<file path="config.mk">
export PLATFORM = sky130hd
export DESIGN_NAME = pc_redirect_unit
export DESIGN_NICKNAME = d
export VERILOG_FILES = /design/src/rtl/pc_redirect_unit.sv
export SDC_FILE = /design/constraint.sdc
export NUM_CORES = 1
export LEC_CHECK = 0
export BUFFER_PORTS_ARGS = -buffer_cell sky130_fd_sc_hd__clkbuf_2
export CORE_MARGIN = 3
export CORE_UTILIZATION = 45
export DETAILED_ROUTE_END_ITERATION = 12
export PLACE_DENSITY = 0.78
export SLEW_MARGIN = 20
export SYNTH_ARGS = -nofsm -noshare
export SYNTH_HDL_FRONTEND = slang
export SYNTH_SLANG_ARGS = --single-unit
export TNS_END_PERCENT = 10
</file>
<file path="constraint.sdc">
create_clock -name clk -period 1.94 [get_ports clk]
set_input_delay 0.194 -clock clk [delete_from_list [all_inputs] [get_ports clk]]
set_output_delay 0.194 -clock clk [all_outputs]
set_load 0.005 [all_outputs]
</file>
<file path="src/rtl/pc_redirect_unit.sv">
// pc_redirect_unit: IF-stage PC register with prioritised redirect selection,
// stall-time redirect buffering with replay, and a multi-cycle fetch flush.
// Optional feature macro: PC_MISALIGN_TRAP_EN (misaligned redirect -> TRAP_PC).
module pc_redirect_unit #(
    parameter int unsigned       WIDTH        = 32,
    parameter int unsigned       NUM_SRC      = 3,
    parameter logic [WIDTH-1:0]  RESET_PC     = '0,
    parameter int unsigned       FLUSH_CYCLES = 1,
    parameter logic [WIDTH-1:0]  TRAP_PC      = 'h80
) (
    input  logic                       clk,
    input  logic                       rst_n,
    input  logic                       stall,
    input  logic [NUM_SRC-1:0]         redirect_valid,
    input  logic [NUM_SRC*WIDTH-1:0]   redirect_addr,
    output logic [WIDTH-1:0]           pc,
    output logic [WIDTH-1:0]           pc_plus_4,
    output logic                       flush,
    output logic                       redirect_taken,
    output logic                       pending,
    output logic                       misalign_err
);

`ifdef PC_MISALIGN_TRAP_EN
    localparam bit TRAP_EN = 1'b1;
`else
    localparam bit TRAP_EN = 1'b0;
`endif

    localparam logic [3:0] FLUSH_CNT = 4'(FLUSH_CYCLES);

    logic [WIDTH-1:0] pc_q, pc_d;
    logic [WIDTH-1:0] buf_q, buf_d;
    logic             pending_q, pending_d;
    logic             taken_q, taken_d;
    logic             mis_q, mis_d;
    logic             flush_q;
    logic [3:0]       cnt_q, cnt_d;

    logic             any_valid;
    logic [WIDTH-1:0] sel_addr;
    logic [WIDTH-1:0] apply_raw;
    logic             misaligned;

    assign pc_plus_4 = pc_q + WIDTH'(4);

    // Priority select: later (higher-index) valid sources override earlier ones.
    always_comb begin
        any_valid = 1'b0;
        sel_addr  = '0;
        for (int unsigned i = 0; i < NUM_SRC; i++) begin
            if (redirect_valid[i]) begin
                any_valid = 1'b1;
                sel_addr  = redirect_addr[i*WIDTH +: WIDTH];
            end
        end
    end

    // Next-state: apply fresh or buffered redirect, step sequentially, or buffer under stall.
    // The buffer keeps the raw target so a misaligned address is still detectable at replay.
    always_comb begin
        pc_d       = pc_q;
        buf_d      = buf_q;
        pending_d  = pending_q;
        taken_d    = 1'b0;
        mis_d      = 1'b0;
        cnt_d      = cnt_q;
        apply_raw  = any_valid ? sel_addr : buf_q;
        misaligned = (apply_raw[1:0] != 2'b00);
        if (!stall) begin
            if (any_valid || pending_q) begin
                if (TRAP_EN && misaligned) begin
                    pc_d  = TRAP_PC;
                    mis_d = 1'b1;
                end else begin
                    pc_d = {apply_raw[WIDTH-1:2], 2'b00};
                end
                pending_d = 1'b0;
                taken_d   = 1'b1;
                cnt_d     = FLUSH_CNT;
            end else begin
                pc_d = pc_plus_4;
                if (cnt_q != 4'd0) begin
                    cnt_d = cnt_q - 4'd1;
                end
            end
        end else if (any_valid) begin
            buf_d     = sel_addr;
            pending_d = 1'b1;
        end
    end

    // State registers; asynchronous reset discards any buffered redirect and flush.
    always_ff @(posedge clk or negedge rst_n) begin
        if (!rst_n) begin
            pc_q      <= RESET_PC;
            buf_q     <= '0;
            pending_q <= 1'b0;
            taken_q   <= 1'b0;
            mis_q     <= 1'b0;
            cnt_q     <= '0;
            flush_q   <= 1'b0;
        end else begin
            pc_q      <= pc_d;
            buf_q     <= buf_d;
            pending_q <= pending_d;
            taken_q   <= taken_d;
            mis_q     <= mis_d;
            cnt_q     <= cnt_d;
            flush_q   <= (cnt_d != 4'd0);
        end
    end

    assign pc             = pc_q;
    assign flush          = flush_q;
    assign redirect_taken = taken_q;
    assign pending        = pending_q;
    assign misalign_err   = mis_q;

endmodule

</file>
# --- After elaboration in Yosys (flattened, before gate mapping) ---
# Index checks and enable logic that the tools add are counted.
word_totals:
  wordCells: 32
  output_inout_bits: 68
  ff_bits: 71
op_classes:
  addsub: 2
  n_eq_ne: 1
  mux: 16
  reduce_logical: 6
op_table:
  columns: ["cell", "count"]
  rows:
  - ["$mux 32", 5]
  - ["$add 32x3->32 const B", 1]
  - ["$mux 4", 3]
  - ["$mux 1", 8]
  - ["$reduce_bool 4->1", 2]
  - ["$reduce_and 2->1", 2]
  - ["$sub 4x1->4 const B", 1]
  - ["$ne 2x1->1 const B", 1]
  - ["$reduce_bool 2->1", 1]
  - ["$logic_or 1x1->1", 1]

# --- Depth between registers and ports, before layout ---
logic_depth:
  ltp_word: 7
  depth_mapped: 9

# --- Least setup slack after synthesis ---
# Ideal clock, no wire load.
synth_timing:
  path_type: "flip-flop to flip-flop"
  startpoint: "reg pc_q[2] (netlist: pc[2])"
  endpoint: "reg pc_q[30] (netlist: pc[30])"
  arrival_ns: 1.779
  setup_time_ns: 0.124
  n_path_buf: 0
  setup_slack_ns: 0.037
  stages_incl_launch_ff: 7
  period_less_slack_ns: 1.903
  path_cell_list: "dfrtp_1 ha_1 nand4_1 nor3_2 nand4_1 a21o_1 a211o_1"
synth_between:
  elab_chain_len: 2
synth_rtl:
  columns: ["item", "line", "text"]
  rows:
  - ["start, declared", "32", "logic [WIDTH-1:0] pc_q, pc_d;"]
  - ["start signal, assigned", "104", "pc_q <= pc_d;"]
  - ["$add 32x3->32", "45", "assign pc_plus_4 = pc_q + WIDTH'(4);"]
  - ["$mux 32", "71", "if (any_valid || pending_q) begin"]
# Every way passes these cells.
# A chain may end at the register's enable or synchronous reset.

# --- Worst setup path after layout ---
layout_timing:
  startpoint: "reg pc_q[3] (netlist: pc[3])"
  endpoint: "out pc_plus_4[24]"
layout_between:
  elab_chain_len: 1
layout_rtl:
  columns: ["item", "line", "text"]
  rows:
  - ["$add 32x3->32", "45", null]
  - ["end, declared", "17", "output logic [WIDTH-1:0] pc_plus_4,"]
# Every way passes these cells.

==> impl_results.md <==
* Slew Limit Fails at 0
* Sw frac at 0.3378
* Hold_sp: redirect_addr[85]
* Critical path fanouts, max at 4
* Register bit total from synthesis at 67
* Post-synthesis sequential area ratio at 0.3835
* Yosys warns at 0
* Worst slew margin at 0.4559
* Achievable Freq at 438.0 MHz
* Avg Cell Area, Syn at 8.375 um^2
* Core ar. at 0.009328 mm^2
* DR iter-0 viols at 394
* Prevailing post-synth register cell: dfrtp_1
* Critical path's top delay family: simple AND/OR/NAND/NOR gates
* Setup slack after layout at -343.1 ps
* Layout filler cell count at 822
* Synthesized instance count at 522
* Router iterations before antenna repair at 5
* Worst Reg-to-Reg Cells at 8
* Die Y-Extent at 104.6 um
* CTS H-Tree Depth at 3
* Vias at 5105
* IO Port Bufs at 158
* Later-pin clock latency in the skew report at 350 ps
* Clock power share at 0.275
* Num CTS Buffers at 9
* Hold path cells at 3
* Root Driver: clkbuf_8
* Detailed Place HPWL at 11490 um
* Final nets at 825
* Clock Skew at 12.63 ps
* Req. time, crit path at 1750 ps
* Gpl congestion at 0.9031
* Post-synth EDFFs at 0
* Initial Utilization at 0.4687
* Grt peak-use layer: met2
* Asr flop ratio synth at 1.000
* Longest Clk Path Bufs at 2
* Outcome: complete, but fails checks
* GR Util All Layers at 0.2766
* CP Capture Type: output pin
* Syn Std Cell Area at 0.004372 mm^2
* Post-route ant nets at 0
* Crit share post-route at 1.177
* Cell mode on critical path: nand4_1
* LEAKAGE at 2.824 nW
* Comb pwr share at 0.315
* Internal at 2.796 mW
* Area delta synth->final at 36.49%
* Worst Max-Slew Pin Slew at 816.2 ps
* Setup Viol. Count Final at 25
* Ports at 170
* # rows at 35
* # diodes at 0
* Endpoints failing hold at 0
* Setup_tns at -4821 ps
* Die ar. at 0.01093 mm^2
* CP max stage delay at 400 ps
* GR Layer Usage met3 at 0.05497
* Sw Pwr at 1.426 mW
* Critical register-to-register path startpoint: pc[3]$_DFFE_PN0N_
* Met1 track utilization from global routing at 0.3399
* Crit path cell chain: ha_2 -> nand4_1 -> buf_4 -> nor3_4 -> nand4_1 -> xnor2_1 -> buf_2
* Dpl cell area at 0.005594 mm^2
* Initial antenna violation count at 0
* CP max-delay cell: dfrtp_1
* Critical path type: register to output pin
* Failing checks: negative setup slack
* RSZ-0062 raised after global routing: yes
* Hold Path Class: input pin to register
* First-pass GRT wire length at 24440 um
* Worst Setup SP: pc[3]$_DFFE_PN0N_
* Yosys cell types at 56
* GR Overflow Total at 0
* WL/cell at 18.07 um
* Met2 GRT Util at 0.4719
* Vias in the first global route at 4997
* Clock Sinks at 67
* Largest net degree at the start of global routing at 35
* Final WL at 15450 um
* Die X at 104.6 um
* CP arrival at 2090 ps
* Critical path buffers and inverters at 2
* Critical Path Source Type: register
* Maxcap violations at 0
* Share of power burned in registers at 0.410
* Layout cell share with drive strength beyond 1 at 0.3802
* Final min period at 2283 ps
* TritonCTS clock tree: yes
* Number of vias per cell at 5.971
* CTS clk-pin slew, worst paths at 80 ps
* Stages on worst setup path at 7
* DRC viols at 0
* Power per Cell Area at 707.5 mW/mm^2
* VDD IR max at 362.8 uV
* Post-Layout Inst Area at 0.005967 mm^2
-- cell type report --
class | instances | area, um^2 | share of cell area
Multi-Input combinational cell | 392 | 2480 | 0.4156
Sequential cell | 67 | 1680 | 0.2816
Timing Repair Buffer | 232 | 1381 | 0.2315
Tap cell | 129 | 161.4 | 0.02705
Clock buffer | 9 | 123.9 | 0.02076
Inverter | 19 | 71.32 | 0.01195
Clock inverter | 7 | 68.82 | 0.01153
-- placed cells by master (no fill, tap or decap), types with 3 or more instances in the layout --
master,n
nand3_2,3
o22a_1,4
and2_1,3
dfrtp_1,64
o311ai_0,3
nand2_1,41
nor2_1,47
a21oi_1,52
a2bb2oi_1,5
clkinv_2,3
and3_1,4
clkbuf_8,9
o21ai_0,27
o21a_1,8
xnor2_1,19
conb_1,5
buf_4,69
o22ai_1,45
nand3_1,12
o32a_1,8
xor2_1,10
inv_1,17
nand4_1,12
dfrtp_2,3
a221o_1,7
o221ai_1,6
nor3_1,11
buf_2,5
mux2_2,8
nor4b_1,3
a21o_1,10
clkbuf_2,153
-- registers in the layout, summed over array words and instances, names as in the netlist --
signal          cells
pending             1
buf_q              30
pc                 30
cnt_q               4
flush               1
redirect_taken      1
-- metal layers --
layer | vias to the layer above | share of wire | wire length [um]
met5 | - | 0 | 0
met4 | 0 | 0.039 | 604
met3 | 49 | 0.094 | 1455
met2 | 307 | 0.49 | 7552
met1 | 2431 | 0.38 | 5840
li1 | 2318 | - | -
-- logic make-up (layout without fill, tap and decap cells) --
group,Yosys count,count (layout),synth area share
compound gates,188,188,0.2805
other cells,1,5,0.0008578
simple gates,160,160,0.1823
fa+ha+maj,2,2,0.005723
buf+inv,67,267,0.06840
xor+xnor,29,29,0.05810
mux,8,8,0.02061
flops,67,67,0.3835
-- final timing paths --
check                                        end  slack [ps]
max                                pc_plus_4[24]        -340
min reg2reg                 buf_q[2]$_DFFE_PN0P_         500
min                        buf_q[21]$_DFFE_PN0P_         140
max in group asynchronous      pc[9]$_DFFE_PN0N_        1090
max reg2reg                   pc[24]$_DFFE_PN0N_        -200
min in group asynchronous     pc[20]$_DFFE_PN0N_         180
-- through the flow --
stage / std cells / setup WS [ps] / hold WS (ps) / total power, mW / util
2_1_floorplan: 526 / 36.97 / -101.6 / 2.394 / -
3_3_place_gp: 826 / 76.59 / -0.5574 / 2.968 / 0.5997
3_5_place_dp: 826 / -4.008 / 1.939 / 3.022 / 0.5997
4_1_cts: 850 / -264.4 / 123.0 / 4.200 / 0.6319
5_1_grt: 855 / -444.2 / 138.9 / 4.453 / 0.6397
6_report: 855 / -343.1 / 137.7 / 4.222 / 0.6397
-- Yosys cell counts, drive strengths merged (5+ instances only) --
cell type | number | share of area
inv | 18 | 0.015
a21oi | 52 | 0.060
dfrtp | 67 | 0.38
nor2 | 50 | 0.043
nor4 | 5 | 0.012
nor3 | 14 | 0.019
a221o | 7 | 0.016
xnor2 | 19 | 0.038
xor2 | 10 | 0.020
buf | 20 | 0.028
nand2 | 42 | 0.036
nand3 | 16 | 0.019
a21o | 10 | 0.017
a2bb2oi | 5 | 0.010
o221ai | 6 | 0.012
o22ai | 45 | 0.064
nand4 | 12 | 0.017
o32a | 8 | 0.018
clkbuf | 28 | 0.024
o21a | 8 | 0.014
o21ai | 27 | 0.031
mux2 | 8 | 0.021
-- timing repair --
| item | in CTS | in global routing |
|---|---|---|
| hold buffers | 1 | 0 |
| endpoints found under the hold margin | 67 | 0 |
| buffers inserted | 7 | 5 |
| endpoints found under the setup margin | 23 | 31 |
| resized for setup | 11 | 13 |
| pin swaps | 10 | 14 |
-- tightest hold or removal path, delay by kind of cell --
| kind | cells | cell delay, ps |
|---|---|---|
| and+or+nand+nor | 1 | 80 |
| buffers and inverters | 1 | 80 |
| AOI/OAI and AO/OA | 1 | 90 |
-- power by group through the flow --
stage / Clock (mW) / Sequential, mW / Combinational (mW)
floorplan: 0 / 1.75 / 0.643
global placement: 0 / 1.73 / 1.23
detailed placement: 0 / 1.75 / 1.27
CTS: 1.18 / 1.73 / 1.29
global route: 1.24 / 1.76 / 1.45
finish: 1.16 / 1.73 / 1.33
No activity file was read; power rests on OpenSTA's default activity.
